**src/rtl/bt_air_pkg.sv**
```systemverilog
// -----------------------------------------------------------------------------
// bt_air_pkg
// Shared definitions for the bt_air_channel air-interface model:
//   rx_state_e  - per-receiver state (settle after hop, own transmit, listen)
//   LFSR_POLY   - Galois taps for x^16+x^14+x^13+x^11+1 (right-shift form)
//   LFSR_SEED   - reset / zero-seed replacement value for the error LFSR
//   MAX_NDEV    - largest supported number of attached devices
//   CNT_W       - width of each per-receiver collision counter
// -----------------------------------------------------------------------------
package bt_air_pkg;

    typedef enum logic [1:0] {
        RX_SETTLE = 2'd0,
        RX_TX     = 2'd1,
        RX_LISTEN = 2'd2
    } rx_state_e;

    localparam logic [15:0] LFSR_POLY = 16'hB400;
    localparam logic [15:0] LFSR_SEED = 16'hACE1;
    localparam int unsigned MAX_NDEV  = 8;
    localparam int unsigned CNT_W     = 16;

endpackage

```
**src/rtl/bt_air_rx.sv**
```systemverilog
// -----------------------------------------------------------------------------
// bt_air_rx
// One receiver of the air channel: hop-settle state machine, channel
// resolution against all other devices, DELAY-stage output delay line and a
// saturating collision counter.
// Parameters: NDEV, FK_W, DELAY (extra stages), SETTLE (blank cycles), IDX
// (which device this receiver belongs to).
// Ports:
//   i_clk, i_rst_n      clock, asynchronous active-low reset
//   i_txbit, i_txen     transmit bit / on-air flag of every device
//   i_fk                hop channel of every device, device j at [j*FK_W +: FK_W]
//   i_cnt_clr_p         clear pulse for the collision counter
//   o_rxbit, o_rxvalid  received bit and clean-single-source flag (delayed)
//   o_collision         two or more sources heard (delayed)
//   o_coll_cnt          saturating collision counter
// -----------------------------------------------------------------------------
module bt_air_rx
    import bt_air_pkg::*;
#(
    parameter int unsigned NDEV   = 2,
    parameter int unsigned FK_W   = 7,
    parameter int unsigned DELAY  = 0,
    parameter int unsigned SETTLE = 6,
    parameter int unsigned IDX    = 0
) (
    input  logic                   i_clk,
    input  logic                   i_rst_n,
    input  logic [NDEV-1:0]        i_txbit,
    input  logic [NDEV-1:0]        i_txen,
    input  logic [NDEV*FK_W-1:0]   i_fk,
    input  logic                   i_cnt_clr_p,
    output logic                   o_rxbit,
    output logic                   o_rxvalid,
    output logic                   o_collision,
    output logic [CNT_W-1:0]       o_coll_cnt
);

    localparam logic [5:0] SETTLE_LD = 6'(SETTLE - 1);

    rx_state_e         r_state, w_state_nxt;
    logic [5:0]        r_settle_cnt, w_settle_cnt_nxt;
    logic [FK_W-1:0]   r_fk;
    logic [FK_W-1:0]   w_fk_own;
    logic              w_fk_chg;
    logic              w_heard_one, w_heard_many, w_src_bit;
    logic              w_res_bit, w_res_valid, w_res_coll;
    logic [DELAY:0]    r_dly_bit, r_dly_valid, r_dly_coll;
    logic [CNT_W-1:0]  r_coll_cnt;

    assign w_fk_own = i_fk[IDX*FK_W +: FK_W];
    assign w_fk_chg = (w_fk_own != r_fk);

    // Count transmitters (other than ourselves) on our live hop channel.
    always_comb begin
        w_heard_one  = 1'b0;
        w_heard_many = 1'b0;
        w_src_bit    = 1'b0;
        for (int unsigned j = 0; j < NDEV; j++) begin
            if (j != IDX && i_txen[j] && i_fk[j*FK_W +: FK_W] == w_fk_own) begin
                if (w_heard_one) begin
                    w_heard_many = 1'b1;
                end
                w_heard_one = 1'b1;
                w_src_bit   = i_txbit[j];
            end
        end
    end

    always_comb begin
        w_res_bit   = 1'b0;
        w_res_valid = 1'b0;
        w_res_coll  = 1'b0;
        if (r_state == RX_LISTEN) begin
            if (w_heard_many) begin
                w_res_coll = 1'b1;
            end else if (w_heard_one) begin
                w_res_valid = 1'b1;
                w_res_bit   = w_src_bit;
            end
        end
    end

    // A hop change pre-empts everything; the state register only sees it one
    // cycle later, so the change cycle itself still resolves on the new hop.
    always_comb begin
        w_state_nxt      = r_state;
        w_settle_cnt_nxt = r_settle_cnt;
        if (w_fk_chg) begin
            w_state_nxt      = RX_SETTLE;
            w_settle_cnt_nxt = SETTLE_LD;
        end else begin
            case (r_state)
                RX_SETTLE: begin
                    if (r_settle_cnt == '0) begin
                        w_state_nxt = i_txen[IDX] ? RX_TX : RX_LISTEN;
                    end else begin
                        w_settle_cnt_nxt = r_settle_cnt - 6'd1;
                    end
                end
                RX_TX: begin
                    if (!i_txen[IDX]) begin
                        w_state_nxt = RX_LISTEN;
                    end
                end
                RX_LISTEN: begin
                    if (i_txen[IDX]) begin
                        w_state_nxt = RX_TX;
                    end
                end
                default: begin
                    w_state_nxt      = RX_SETTLE;
                    w_settle_cnt_nxt = SETTLE_LD;
                end
            endcase
        end
    end

    always_ff @(posedge i_clk or negedge i_rst_n) begin
        if (!i_rst_n) begin
            r_state      <= RX_SETTLE;
            r_settle_cnt <= SETTLE_LD;
            r_fk         <= '0;
            r_coll_cnt   <= '0;
        end else begin
            r_state      <= w_state_nxt;
            r_settle_cnt <= w_settle_cnt_nxt;
            r_fk         <= w_fk_own;
            if (i_cnt_clr_p) begin
                r_coll_cnt <= '0;
            end else if (w_res_coll && r_coll_cnt != '1) begin
                r_coll_cnt <= r_coll_cnt + 1'b1;
            end
        end
    end

    // Stage 0 is the resolution register; stages 1..DELAY are pure delay.
    if (DELAY == 0) begin : g_nodly
        always_ff @(posedge i_clk or negedge i_rst_n) begin
            if (!i_rst_n) begin
                r_dly_bit   <= '0;
                r_dly_valid <= '0;
                r_dly_coll  <= '0;
            end else begin
                r_dly_bit   <= w_res_bit;
                r_dly_valid <= w_res_valid;
                r_dly_coll  <= w_res_coll;
            end
        end
    end else begin : g_dly
        always_ff @(posedge i_clk or negedge i_rst_n) begin
            if (!i_rst_n) begin
                r_dly_bit   <= '0;
                r_dly_valid <= '0;
                r_dly_coll  <= '0;
            end else begin
                r_dly_bit   <= {r_dly_bit[DELAY-1:0], w_res_bit};
                r_dly_valid <= {r_dly_valid[DELAY-1:0], w_res_valid};
                r_dly_coll  <= {r_dly_coll[DELAY-1:0], w_res_coll};
            end
        end
    end

    assign o_rxbit     = r_dly_bit[DELAY];
    assign o_rxvalid   = r_dly_valid[DELAY];
    assign o_collision = r_dly_coll[DELAY];
    assign o_coll_cnt  = r_coll_cnt;

endmodule

```
**src/rtl/bt_air_channel.sv**
```systemverilog
// -----------------------------------------------------------------------------
// bt_air_channel
// Cycle-based air-interface model connecting NDEV baseband instances. Each
// receiver gets the bit of the single other device transmitting on its hop
// channel, with half-duplex gating, collision detection/counting, hop-settle
// blanking and a configurable propagation delay.
// Optional feature macro: AIR_ERRINJ_EN (LFSR-driven bit-error injection).
// Parameters: NDEV (2..8), FK_W, DELAY (0..15), SETTLE (1..63).
// Ports:
//   clk_6M, rstz          clock, asynchronous active-low reset
//   txbit, txen           per-device transmit bit / on-air flag
//   fk                    per-device hop channel, device i at [i*FK_W +: FK_W]
//   regi_cnt_clr_p        clears all collision counters
//   regi_ber_thresh       error threshold (0 = no errors)
//   regi_err_seed         LFSR seed, loaded by regi_err_load_p
//   rxbit, rxvalid        per-device received bit / clean single source
//   collision             per-device two-or-more-sources flag
//   coll_cnt              per-device 16-bit saturating collision counters
// -----------------------------------------------------------------------------
module bt_air_channel
    import bt_air_pkg::*;
#(
    parameter int unsigned NDEV   = 2,
    parameter int unsigned FK_W   = 7,
    parameter int unsigned DELAY  = 0,
    parameter int unsigned SETTLE = 6
) (
    input  logic                   clk_6M,
    input  logic                   rstz,
    input  logic [NDEV-1:0]        txbit,
    input  logic [NDEV-1:0]        txen,
    input  logic [NDEV*FK_W-1:0]   fk,
    input  logic                   regi_cnt_clr_p,
    input  logic [7:0]             regi_ber_thresh,
    input  logic [15:0]            regi_err_seed,
    input  logic                   regi_err_load_p,
    output logic [NDEV-1:0]        rxbit,
    output logic [NDEV-1:0]        rxvalid,
    output logic [NDEV-1:0]        collision,
    output logic [NDEV*CNT_W-1:0]  coll_cnt
);

    logic [NDEV-1:0] w_rxbit_raw;
    logic [NDEV-1:0] w_flip;

`ifdef AIR_ERRINJ_EN
    logic [15:0] r_lfsr;

    always_ff @(posedge clk_6M or negedge rstz) begin
        if (!rstz) begin
            r_lfsr <= LFSR_SEED;
        end else if (regi_err_load_p) begin
            r_lfsr <= (regi_err_seed == '0) ? LFSR_SEED : regi_err_seed;
        end else begin
            r_lfsr <= {1'b0, r_lfsr[15:1]} ^ (r_lfsr[0] ? LFSR_POLY : 16'h0000);
        end
    end

    // Each receiver sees a differently scrambled view of the same LFSR byte.
    for (genvar g = 0; g < NDEV; g++) begin : g_flip
        localparam logic [7:0] RX_MASK = 8'(8'h35 * g);
        assign w_flip[g] = rxvalid[g] && ((r_lfsr[7:0] ^ RX_MASK) < regi_ber_thresh);
    end
`else
    logic w_unused_errinj;
    assign w_unused_errinj = ^{regi_ber_thresh, regi_err_seed, regi_err_load_p};
    assign w_flip          = '0;
`endif

    for (genvar g = 0; g < NDEV; g++) begin : g_rx
        bt_air_rx #(
            .NDEV   (NDEV),
            .FK_W   (FK_W),
            .DELAY  (DELAY),
            .SETTLE (SETTLE),
            .IDX    (g)
        ) u_rx (
            .i_clk       (clk_6M),
            .i_rst_n     (rstz),
            .i_txbit     (txbit),
            .i_txen      (txen),
            .i_fk        (fk),
            .i_cnt_clr_p (regi_cnt_clr_p),
            .o_rxbit     (w_rxbit_raw[g]),
            .o_rxvalid   (rxvalid[g]),
            .o_collision (collision[g]),
            .o_coll_cnt  (coll_cnt[g*CNT_W +: CNT_W])
        );
    end

    assign rxbit = w_rxbit_raw ^ w_flip;

endmodule

```
**config.mk**
```make
export PLATFORM = sky130hd
export DESIGN_NAME = bt_air_channel
export DESIGN_NICKNAME = d
export VERILOG_FILES = /design/src/rtl/bt_air_pkg.sv /design/src/rtl/bt_air_rx.sv /design/src/rtl/bt_air_channel.sv
export SDC_FILE = /design/constraint.sdc
export NUM_CORES = 1
export LEC_CHECK = 0
export BUFFER_PORTS_ARGS = -buffer_cell sky130_fd_sc_hd__buf_2
export CELL_PAD_IN_SITES_DETAIL_PLACEMENT = 1
export CELL_PAD_IN_SITES_GLOBAL_PLACEMENT = 1
export CORE_ASPECT_RATIO = 0.5
export CORE_MARGIN = 3
export CORE_UTILIZATION = 37
export CTS_BUF_LIST = sky130_fd_sc_hd__clkbuf_4
export DETAILED_ROUTE_END_ITERATION = 7
export HOLD_SLACK_MARGIN = 0.05
export PLACE_DENSITY_LB_ADDON = 0.08
export SLEW_MARGIN = 20
export SYNTH_ARGS = -nofsm -noshare
export SYNTH_HDL_FRONTEND = slang
export SYNTH_SLANG_ARGS = --single-unit
```
**constraint.sdc**
```tcl
create_clock -name clk_6M -period 2.3 [get_ports clk_6M]
set_input_delay 0.46 -clock clk_6M [delete_from_list [all_inputs] [get_ports clk_6M]]
set_output_delay 0.46 -clock clk_6M [all_outputs]
set_load 0.01 [all_outputs]
```
**Yosys cells after proc, flatten, opt, wreduce, memory -nomap -nowiden**

Index checks and enable logic that the tools add are counted.

- Flip-flop bits (word level): 50

- Add/subtract/negate cells: 2
- Equal/unequal tests: 18
- Muxes and demuxes: 31
- Reductions and logical operators: 12

Operators with widths:

| cell | number |
|---|---|
| $mux 6 | 4 |
| $pmux 6 s2 | 2 |
| $mux 2 | 10 |
| $ne 3x2->1 const B | 6 |
| $mux 16 | 1 |
| $eq 7x7->1 | 2 |
| $ne 7x7->1 | 2 |
| $logic_not 6->1 | 2 |
| $mux 1 | 12 |
| $pmux 2 s3 | 2 |
| $sub 6x1->6 const B | 2 |
| $ne 3x1->1 const B | 2 |
| $reduce_and 3->1 | 2 |
| $eq 2x1->1 const B | 2 |
| $eq 2x2->1 const B | 2 |
| $logic_not 2->1 | 2 |
| $ne 2x1->1 const B | 2 |
| $reduce_and 2->1 | 2 |
| $reduce_or 2->1 | 2 |
| $logic_and 1x1->1 | 2 |

**Longest topological paths before layout**

Gate-level depths: netlist of the first run.

- Depth in word-level cells: 5
- Gate-level depth with buffers: 6
- Mapped depth without buffers: 6

**Cells and area by module**

A second synthesis of the first run with hierarchy kept.

- Cell total of the unflattened synthesis: 240
- Area total of the unflattened synthesis: 2269.7 um2

Modules (own cells, without submodules):

| module | times used | cells an instance | area an instance (um2) |
|---|---|---|---|
| bt_air_rx | 2 | 120 | 1134.8 |

**Worst setup path after synthesis of the first run**

Ideal clock, no wire load.

- Path kind: register to register
- From: register g_rx[0].u_rx.r_settle_cnt[0]
- To: register g_rx[0].u_rx.r_settle_cnt[3]
- Library setup time: 79 ps
- Data arrival time: 1684 ps
- Data required time: 2221 ps
- Path slack: 537 ps
- Stages on the path, launching flop included: 7
- Buffers on the path: 0
- Period minus slack after synthesis: 1763 ps
- Path through: dfstp_2 > inv_1 > ha_1 > nor3b_2 > a211o_1 > or3b_1 > a21oi_1

- Word-level cells in the longest chain between the ends: 4

Ends and longest elaborated chain:

| what | line | text |
|---|---|---|
| start: declaration | bt_air_rx.sv:41 | `logic [5:0] r_settle_cnt, w_settle_cnt_nxt;` |
| start signal: assignment | bt_air_rx.sv:126 | `r_settle_cnt <= w_settle_cnt_nxt;` |
| $sub 6x1->6 | bt_air_rx.sv:97 | `w_settle_cnt_nxt = r_settle_cnt - 6'd1;` |
| $mux 6 | bt_air_rx.sv:94 | `if (r_settle_cnt == '0) begin` |
| $pmux 6 s2 | bt_air_rx.sv:92 | `case (r_state)` |
| $mux 6 | bt_air_rx.sv:88 | `if (w_fk_chg) begin` |

Parallel ways exist; a longest one is shown, timed or not. The select of a mux whose other input is x is not followed.
A chain may end at the register's enable or synchronous reset.

**Worst setup path after layout of the first run**

- From: register g_rx[0].u_rx.r_state[0]
- To: register g_rx[0].u_rx.r_settle_cnt[3]

- Word-level cells in the longest chain between the ends: 4

Ends and longest elaborated chain:

| what | line | text |
|---|---|---|
| start: declaration | bt_air_rx.sv:40 | `rx_state_e r_state, w_state_nxt;` |
| start signal: assignment | bt_air_rx.sv:125 | `r_state <= w_state_nxt;` |
| $eq 2x1->1 or $eq 2x2->1 (tied branches) | bt_air_rx.sv:92 |  |
| $reduce_or 2->1 (no line) | -- |  |
| $pmux 6 s2 or $ne 2x1->1 (tied branches) | -- |  |
| $mux 6 or $reduce_and 2->1 (tied branches) | -- |  |

Parallel ways exist; a longest one is shown, timed or not.

==> run summary, run 1 <==
Outcome: complete, no violations
Compound-gate portion of the synthesized area: 12.7%
Nets: 302
Die Area: 6790 um^2
Largest stage delay on the critical path: 430 ps
Worst Tran Pin Value: 782 ps
Layout cells sized above 1: 16.6%
Primary FF master, synth: dfrtp_1
Comb power frac: 8.8%
CP Buf/Inv Count: 2
Total Wirelength: 4440 um
Fillers: 620
Number of max-cap violations: 0
Mapped Cells: 222
Post-route ant nets: 0
Worst Path Required: 2570 ps
Area Overhead vs Synth: 6.48%
Initial antenna violation count: 0
Commonest non-fill, non-tap cell in the layout: conb_1
Sw Share: 23.3%
Clock skew: 15.0 ps
Peak Freq: 517 MHz
Max FO, Critical Path: 7
GRT Total Usage: 14.5%
Core area: 5250 um^2
Starting Density: 40.8%
H-Tree Level Count: 2
Clk Latency, worst-skew pair: 340 ps
Initial DRT Pass Iterations: 3
Routed wire length per instance: 14.0 um
Routed vias/inst: 4.89
Leakage: 0.987 nW
Row count: 18
Pwr dens: 563 nW/um^2
Setup TNS: 0 ps
Synthesized cell area: 2140 um^2
Clk root buf: clkbuf_4
Yosys reg bits: 34
Yosys warns: 0
Final RePlAce weighted congestion: 0.784
Clock transition at path regs: 120 ps
Crit path max-delay family: compound AO/OA/AOI/OAI gates
Yosys cell types: 44
Final Cycle Share: 84.1%
Clk sink count: 34
Slew HR: 47.9%
Antenna Diode Count: 0
CP Class: flip-flop to flip-flop
Worst hold slack: 183 ps
WP data arrival: 2200 ps
Syn Area/Cell: 9.65 um^2
Leading cell types in the layout, fill and taps excluded: 34 x conb_1, 30 x dfrtp_1, 23 x buf_2
Crit start category: flip-flop
Horiz. Die Dim: 114 um
Net Switching: 0.299 mW
Placed Cells: 309
Setup bufs post-CTS: 0
Deepest clock path buffer count: 2
Max-slew violations: 0
First-pass GRT wire length: 7700 um
Fin. Hold Viols: 0
Non-filler cells, final: 317
Via count: 1550
Worst Setup End Kind: flip-flop
RSZ-0062 raised after global routing: no
Number of remaining DRC errors: 0
Post-synth EDFFs: 0
Vias in the first global route: 1591
Final setup violation count: 0
Critical-path top delay cell: dfrtp_1
Synth Area in XOR/XNOR: 8.59%
Post-cts resize count: 0
Hold WC Path Type: input port to async pin
P_int: 0.984 mW
I/O Buffers: 23
HPWL after detailed placement: 3390 um
Total gr overflow: 0
Synth Area in Simple Gates: 16.2%
TritonCTS buffer count: 5
Clock Power Share: 43.1%
Max rail drop VDD: 0.000244 V
Final min period: 1930 ps
Sequential share of the synthesized area: 40.0%
Post-synth ARST share: 100%
Largest net degree at the start of global routing: 35
# IOs: 84
Adder-cell share of the synthesized area: 5.84%
Die Span Y: 59.8 um
Largest family of logic cells by synthesized area: simple AND/OR/NAND/NOR gates
Cts hold-fix bufs: 0
CTS tree: done
CP Cell Sequence: inv_1, ha_1, inv_2, a211o_1, or3b_1, a21oi_1
First DRT Iteration DRCs: 87
Sequential share of power: 48.1%
Multiplexer area fraction after synthesis: 0.935%
## metal layers
layer / global-route usage, % / wire length (um)
met2: 24.8 / 2120
met5: 0 / 0
met4: 4.11 / 47
met1: 18.4 / 2080
met3: 3.94 / 190
## state kept, by name, indices dropped and copies added, names as in the netlist
| register | count |
|---|---|
| g_rx.u_rx.r_fk | 14 |
| g_rx.u_rx.r_settle_cnt | 12 |
| g_rx.u_rx.r_state | 4 |
| g_rx.u_rx.o_rxvalid | 2 |
| g_rx.u_rx.o_rxbit | 2 |
## power by group through the flow
| stage | Clock (mW) | Combinational, mW | Sequential, mW |
|---|---|---|---|
| floorplan | 0 | 0.109 | 0.628 |
| global placement | 0 | 0.113 | 0.628 |
| detailed placement | 0 | 0.114 | 0.628 |
| CTS | 0.578 | 0.115 | 0.617 |
| global route | 0.609 | 0.129 | 0.618 |
| finish | 0.553 | 0.113 | 0.617 |
## final cells by class
class,instances,area [um^2],area share (%)
clock buffer,5,37.5,1.65
clock inverter,3,63.8,2.80
inverter,12,45.0,1.97
multi-input combinational,170,1080,47.2
sequential,34,856,37.5
tap,70,87.6,3.84
timing repair buffer,23,115,5.05
## cells by family after synthesis
group	count (synthesis)
XOR/XNOR	21
AND/OR/NAND/NOR	62
AO/OA/AOI/OAI	41
other	1
adder cells (fa/ha/maj)	10
multiplexers	2
buffers and inverters	51
flip-flops	34
## synth_stat cells (3+ instances only)
| cell | instances | share of area (%) |
|---|---|---|
| buf_4 | 38 | 13 |
| dfrtp_1 | 30 | 35 |
| nor2_1 | 15 | 2.6 |
| xnor2_1 | 13 | 5.3 |
| inv_1 | 11 | 1.9 |
| ha_1 | 10 | 5.8 |
| nand2_1 | 9 | 1.6 |
| o21ai_0 | 9 | 2.1 |
| xor2_1 | 8 | 3.3 |
| a21oi_1 | 7 | 1.6 |
| a31oi_1 | 7 | 2.0 |
| nand4_1 | 7 | 2.0 |
| nor2b_1 | 5 | 1.5 |
| dfstp_2 | 4 | 4.9 |
| nand3_1 | 4 | 0.93 |
| nor3_1 | 4 | 0.93 |
| a211o_1 | 3 | 1.2 |
| o211ai_1 | 3 | 1.1 |
| or3_1 | 3 | 0.88 |
## path summary, 6_finish.rpt
| path | startpoint | to | depth (start not counted) | slack (ps) |
|---|---|---|---|---|
| max in group asynchronous | rstz | g_rx[1].u_rx.r_settle_cnt[4] | 1 | 1600 |
| min in group clk_6M | fk[1] | g_rx[0].u_rx.r_fk[1] | 1 | 270 |
| hold reg to reg | g_rx[0].u_rx.r_settle_cnt[0] | g_rx[0].u_rx.r_settle_cnt[0] | 2 | 550 |
| setup / recovery | g_rx[0].u_rx.r_state[0] | g_rx[0].u_rx.r_settle_cnt[3] | 6 | 370 |
| hold / removal | rstz | g_rx[0].u_rx.r_state[1] | 1 | 180 |
| setup reg to reg | g_rx[0].u_rx.r_state[0] | g_rx[0].u_rx.r_settle_cnt[3] | 6 | 370 |
## stage by stage
| stage | instance area, um^2 | power [mW] | worst slack [ps] | utilization, % |
|---|---|---|---|---|
| 4_1_cts | 2280 | 1.31 | 336 | 43.5 |
| 3_3_place_gp | 2180 | 0.741 | 377 | 41.5 |
| 2_1_floorplan | 2270 | 0.736 | 537 | - |
| 6_report | 2280 | 1.28 | 365 | 43.5 |
| 5_1_grt | 2280 | 1.36 | 206 | 43.5 |
| 3_5_place_dp | 2180 | 0.742 | 354 | 41.5 |
## worst register-to-register path: cells and delay by family, from the launching register on
| kind | cells | cell delay [ps] |
|---|---|---|
| flops | 1 | 430 |
| simple gates | 1 | 370 |
| fa+ha+maj | 1 | 320 |
| buf+inv | 2 | 230 |
| compound gates | 2 | 500 |
Note: power is estimated with default switching activity, not from simulation.
==> run 2: changes to the inputs <==
--- a/config.mk
+++ b/config.mk
@@ -5,12 +5,13 @@
 export SDC_FILE = /design/constraint.sdc
 export NUM_CORES = 1
 export LEC_CHECK = 0
+export ABC_AREA = 1
 export BUFFER_PORTS_ARGS = -buffer_cell sky130_fd_sc_hd__buf_2
 export CELL_PAD_IN_SITES_DETAIL_PLACEMENT = 1
 export CELL_PAD_IN_SITES_GLOBAL_PLACEMENT = 1
 export CORE_ASPECT_RATIO = 0.5
 export CORE_MARGIN = 3
-export CORE_UTILIZATION = 37
+export CORE_UTILIZATION = 33
 export CTS_BUF_LIST = sky130_fd_sc_hd__clkbuf_4
 export DETAILED_ROUTE_END_ITERATION = 7
 export HOLD_SLACK_MARGIN = 0.05
==> constraint.sdc (replaced) <==
create_clock -name clk_6M -period 1.76 [get_ports clk_6M]
set_input_delay 0.352 -clock clk_6M [delete_from_list [all_inputs] [get_ports clk_6M]]
set_output_delay 0.352 -clock clk_6M [all_outputs]
set_load 0.01 [all_outputs]
==> run summary, run 2 <==
Leakage: 1.30 nW
Synthesized cell area: 2300 um^2
Clk sink count: 34
CP Cell Sequence: inv_1, ha_1, inv_1, o21bai_4, nand3_4, clkinv_1, nand2_1, nand2_1
Non-filler cells, final: 398
Sequential cell area: 856 um^2
Initial antenna violation count: 0
Post-synth ARST share: 100%
Number of max-cap violations: 0
Via count: 1688
Crit start category: flip-flop
Antenna Diode Count: 0
Post-route ant nets: 0
GRT Total Usage: 13.2%
Post-synth EDFFs: 0
Total gr overflow: 0
Net Switching: 0.419 mW
Die Area: 8080 um^2
Top reg by flops: g_rx.u_rx.r_fk
Total Wirelength: 4810 um
Row count: 20
Clk Latency, worst-skew pair: 360 ps
Final min period: 1560 ps
Final RePlAce weighted congestion: 0.729
Area Overhead vs Synth: 6.68%
Yosys reg bits: 34
Deepest clock path buffer count: 2
Nets: 365
Fillers: 822
Max FO, Critical Path: 6
Sequential share of the synthesized area: 37.1%
Core area: 6410 um^2
P_int: 1.07 mW
Synth cell count leaders: 64 x nand2_1, 38 x buf_4, 36 x inv_1
Largest net degree at the start of global routing: 35
Primary FF master, synth: dfrtp_1
Pwr dens: 605 nW/um^2
Largest stage delay on the critical path: 440 ps
Layout cells sized above 1: 20.3%
Initial DRT Pass Iterations: 4
Clock Power Share: 32.6%
# IOs: 84
First DRT Iteration DRCs: 80
HPWL after detailed placement: 3830 um
Routed wire length per instance: 12.1 um
Max-slew violations: 0
Fin. Hold Viols: 0
WP data arrival: 1820 ps
First-pass GRT wire length: 8090 um
Number of remaining DRC errors: 0
Final Cycle Share: 88.8%
Mapped Cells: 282
Placed Cells: 389
RSZ-0062 raised after global routing: no
Cell with the most instances after synthesis: nand2_1
Largest area contributor in the netlist: dfrtp_1
Vias in the first global route: 1787
CP Class: flip-flop to flip-flop
Routed vias/inst: 4.24
Horiz. Die Dim: 124 um
Crit path max-delay family: flip-flops
Top cells by area, synth: dfrtp_1 33%, buf_4 12%, nand2_1 10%
Worst Setup End Kind: flip-flop
CTS tree: done
Yosys cell types: 28
Leading registers by flop count: g_rx.u_rx.r_fk: 14 flops, g_rx.u_rx.r_settle_cnt: 12 flops, g_rx.u_rx.r_state: 4 flops
TritonCTS buffer count: 5
Peak Freq: 640 MHz
Clock skew: 7.77 ps
Clk root buf: clkbuf_4
Final setup violation count: 0
Comb power frac: 13.2%
Yosys warns: 0
Sequential share of power: 54.2%
Die Span Y: 65.1 um
I/O Buffers: 23
Post-layout util: 38.4%
Critical-path top delay cell: dfrtp_1
Outcome: complete, no violations
Max rail drop VDD: 0.000190 V
Worst Path Required: 2020 ps
Leading cell types in the layout, fill and taps excluded: 64 x nand2_1, 36 x inv_1, 34 x conb_1
Hold WC Path Type: input port to flip-flop
Syn Area/Cell: 8.17 um^2
Starting Density: 36.0%
Max reg flops: 14
H-Tree Level Count: 2
CP Buf/Inv Count: 3
Post-cts resize count: 0
Clock transition at path regs: 110 ps
Multi-input logic area: 1120 um^2
Setup TNS: 0 ps
Commonest non-fill, non-tap cell in the layout: nand2_1
Top cell type's share of synthesized area: 32.6%
Sw Share: 28.2%
-- run 2: cell types whose count changed after synthesis, moves of 6 or more --
cell     previous run  this run
nand2_2             0         6
nand2_1             9        64
a31oi_1             7         0
inv_1              11        36
nand3_1             4        12
-- run 2: routing by layer --
layer / vias up / global-route usage (%) / part of all wire [%]
li1: 848 / - / -
met2: 38 / 22.3 / 48
met1: 796 / 15.7 / 46
met3: 6 / 3.87 / 4.9
met5: - / 0 / 0
met4: 0 / 5.73 / 1.4
-- run 2: timing repair --
| item | in CTS | in global routing |
|---|---|---|
| buffers inserted | 0 | 0 |
| hold buffers | 1 | 0 |
| endpoints found under the setup margin | 0 | 0 |
| hold endpoints to repair | 30 | 0 |
-- run 2: path summary, 6_finish.rpt --
kind	depth (start not counted)	slack, ps	endpoint	startpoint
setup / recovery	8	200	g_rx[1].u_rx.r_settle_cnt[5]	g_rx[1].u_rx.r_state[0]
hold / removal	1	140	g_rx[1].u_rx.r_fk[5]	fk[12]
setup reg to reg	8	200	g_rx[1].u_rx.r_settle_cnt[5]	g_rx[1].u_rx.r_state[0]
hold reg to reg	2	500	g_rx[1].u_rx.r_settle_cnt[2]	g_rx[1].u_rx.r_settle_cnt[2]
max in group asynchronous	3	1020	g_rx[0].u_rx.r_settle_cnt[2]	rstz
min in group asynchronous	3	480	g_rx[1].u_rx.r_settle_cnt[4]	rstz
-- run 2: cell type report --
type | count | area share [%]
Sequential cell | 34 | 34.8
Inverter | 44 | 6.72
Clock buffer | 8 | 2.44
Timing Repair Buffer | 25 | 5.90
Tap cell | 88 | 4.48
Multi-Input combinational cell | 199 | 45.6
-- run 2: logic make-up after synthesis --
logic type	share of synthesized area, %
buffers and inverters	19.5
AOI/OAI and AO/OA	3.69
other	0.163
adders and majority gates	5.43
xor gates and xnor gates	7.98
DFF	37.1
and+or+nand+nor	26.1
-- run 2: power by group through the flow --
stage	sequential, mW	clock [mW]	combinational, mW
2_1_floorplan	0.820	0	0.177
3_3_place_gp	0.821	0	0.191
3_5_place_dp	0.822	0	0.197
4_1_cts	0.807	0.529	0.199
5_1_grt	0.809	0.554	0.226
6_report	0.807	0.486	0.196
-- run 2: through the flow --
stage                     worst slack [ps]  power [mW]  cell area [um^2]  hold WS (ps)
final                                  197        1.49              2460           137
after floorplan                        386       0.998              2430          56.4
after CTS                              177        1.54              2460           109
after global placement                 228        1.01              2390           330
after global routing                  7.90        1.59              2460           116
after detailed placement               210        1.02              2390           333
==> run 3: changes to the inputs <==
--- a/config.mk
+++ b/config.mk
@@ -5,13 +5,12 @@
 export SDC_FILE = /design/constraint.sdc
 export NUM_CORES = 1
 export LEC_CHECK = 0
-export ABC_AREA = 1
 export BUFFER_PORTS_ARGS = -buffer_cell sky130_fd_sc_hd__buf_2
 export CELL_PAD_IN_SITES_DETAIL_PLACEMENT = 1
 export CELL_PAD_IN_SITES_GLOBAL_PLACEMENT = 1
 export CORE_ASPECT_RATIO = 0.5
 export CORE_MARGIN = 3
-export CORE_UTILIZATION = 33
+export CORE_UTILIZATION = 37
 export CTS_BUF_LIST = sky130_fd_sc_hd__clkbuf_4
 export DETAILED_ROUTE_END_ITERATION = 7
 export HOLD_SLACK_MARGIN = 0.05
==> constraint.sdc (replaced) <==
create_clock -name clk_6M -period 1.58 [get_ports clk_6M]
set_input_delay 0.316 -clock clk_6M [delete_from_list [all_inputs] [get_ports clk_6M]]
set_output_delay 0.316 -clock clk_6M [all_outputs]
set_load 0.01 [all_outputs]
==> run summary, run 3 (same netlist as run 1, synthesis figures left out) <==
Total gr overflow: 0
Clock skew: 13.0 ps
Initial antenna violation count: 0
Worst Setup End Kind: flip-flop
Comb power frac: 12.2%
Deepest clock path buffer count: 2
Sequential share of power: 56.7%
First DRT Iteration DRCs: 74
WP data arrival: 2010 ps
Area after DPL: 2490 um^2
Final min period: 1720 ps
Outcome: finished with violations
Max FO, Critical Path: 3
Clk sink count: 34
Setup TNS: -486 ps
Worst Path Required: 1870 ps
Fin. Hold Viols: 0
Max reg flops: 14
Initial DRT Pass Iterations: 4
CP Buf/Inv Count: 1
Non-filler cells, final: 356
RSZ-0062 raised after global routing: yes
H-Tree Level Count: 2
Commonest non-fill, non-tap cell in the layout: buf_4
CTS tree: done
Nets: 341
Top reg by flops: g_rx.u_rx.r_fk
Core area: 5250 um^2
Failing checks: setup timing
Total Wirelength: 5210 um
CP Class: flip-flop to flip-flop
Antenna Diode Count: 0
HPWL after detailed placement: 4060 um
First-pass GRT wire length: 8770 um
Largest net degree at the start of global routing: 32
Worst setup margin: -142 ps
Die Area: 6790 um^2
Routed wire length per instance: 14.6 um
Number of remaining DRC errors: 0
Via count: 1714
Post-route ant nets: 0
Clk root buf: clkbuf_4
Net Switching: 0.455 mW
P_int: 1.13 mW
I/O Buffers: 23
# IOs: 84
Max rail drop VDD: 0.000348 V
Crit path max-delay family: flip-flops
Pwr dens: 594 nW/um^2
Final Cycle Share: 109%
Placed Cells: 346
Leading cell types in the layout, fill and taps excluded: 37 x buf_4, 34 x conb_1, 30 x dfrtp_1
Critical-path top delay cell: dfstp_2
Area Overhead vs Synth: 24.5%
Worst R2R Setup Slack: -140 ps
CP Cell Sequence: inv_2, ha_4, nor3b_4, a211o_1, or3b_1, a21oi_2
Starting Density: 40.8%
Hold WC Path Type: input port to flip-flop
Row count: 18
Final setup violation count: 7
Final RePlAce weighted congestion: 0.824
GRT Total Usage: 16.8%
Crit start category: flip-flop
Horiz. Die Dim: 114 um
Peak Freq: 581 MHz
Sw Share: 28.7%
Largest stage delay on the critical path: 550 ps
Die Span Y: 59.8 um
Max-slew violations: 0
Setup Slack @ Placement: -201 ps
TritonCTS buffer count: 5
Routed vias/inst: 4.81
Number of max-cap violations: 0
Clock transition at path regs: 120 ps
Vias in the first global route: 1850
Clock Power Share: 31.1%
Leading registers by flop count: g_rx.u_rx.r_fk: 14 flops, g_rx.u_rx.r_settle_cnt: 12 flops, g_rx.u_rx.r_state: 4 flops
Layout cells sized above 1: 35.0%
Clk Latency, worst-skew pair: 350 ps
Leakage: 1.18 nW
Worst hold slack: 117 ps
Fin area: 2670 um^2
## run 3: cell types whose count changed in the layout (fill, tap and decap cells not counted), moves of 4 or more
cell     previous run  this run
nand3_1            12         4
nand2_1            64         8
ha_1               10         5
buf_4               0        37
a31oi_1             0         6
o21ai_0             4         8
inv_1              36         9
nand2_2             6         1
## run 3: area by class of cell
class                      instances  area (um^2)
inverter                          12         45.0
multi-input combinational        170         1200
tap                               70         87.6
clock inverter                     3         16.3
timing repair buffer              62          423
clock buffer                       5         37.5
fill                             621         2580
sequential                        34          856
## run 3: path summary, 6_finish.rpt
path                       cells past startpoint                    startpoint                            to
max                                            6  g_rx[0].u_rx.r_settle_cnt[0]  g_rx[0].u_rx.r_settle_cnt[3]
min                                            1                         fk[3]          g_rx[0].u_rx.r_fk[3]
max reg2reg                                    6  g_rx[0].u_rx.r_settle_cnt[0]  g_rx[0].u_rx.r_settle_cnt[3]
min reg2reg                                    2  g_rx[1].u_rx.r_settle_cnt[4]  g_rx[1].u_rx.r_settle_cnt[4]
max in group asynchronous                      3                          rstz  g_rx[1].u_rx.r_settle_cnt[2]
min in group asynchronous                      2                          rstz       g_rx[0].u_rx.r_state[1]
## run 3: worst register-to-register path: stages (launching register included)
cell and delay, ps:
dfstp_2 550, inv_2 50, ha_4 140, nor3b_4 140, a211o_1 280, or3b_1 370
a21oi_2 120
## run 3: per-layer routing
metal  routed length (um)  track usage [%]
met3                  223             4.45
met2                 2590             29.8
met4                   75             5.82
met1                 2320             20.3
met5                    0                0
## run 3: power groups by stage
stage	combinational, mW	sequential [mW]	clock, mW
2_1_floorplan	0.159	0.914	0
3_3_place_gp	0.182	0.914	0
3_5_place_dp	0.186	0.915	0
4_1_cts	0.190	0.898	0.524
5_1_grt	0.219	0.900	0.575
6_report	0.193	0.898	0.492
## run 3: through the flow
stage          utilization (%)  power (mW)
3_3_place_gp              47.4        1.10
6_report                  50.8        1.58
2_1_floorplan                -        1.07
4_1_cts                   49.1        1.61
5_1_grt                   50.8        1.69
3_5_place_dp              47.4        1.10
## run 3: timing repair
action / in CTS / in global routing
setup buffers: 0 / 1
resized for setup: 8 / 18
pin swaps: 5 / 1
hold buffers: 1 / 0
setup endpoints to repair: 11 / 15
endpoints found under the hold margin: 31 / 0
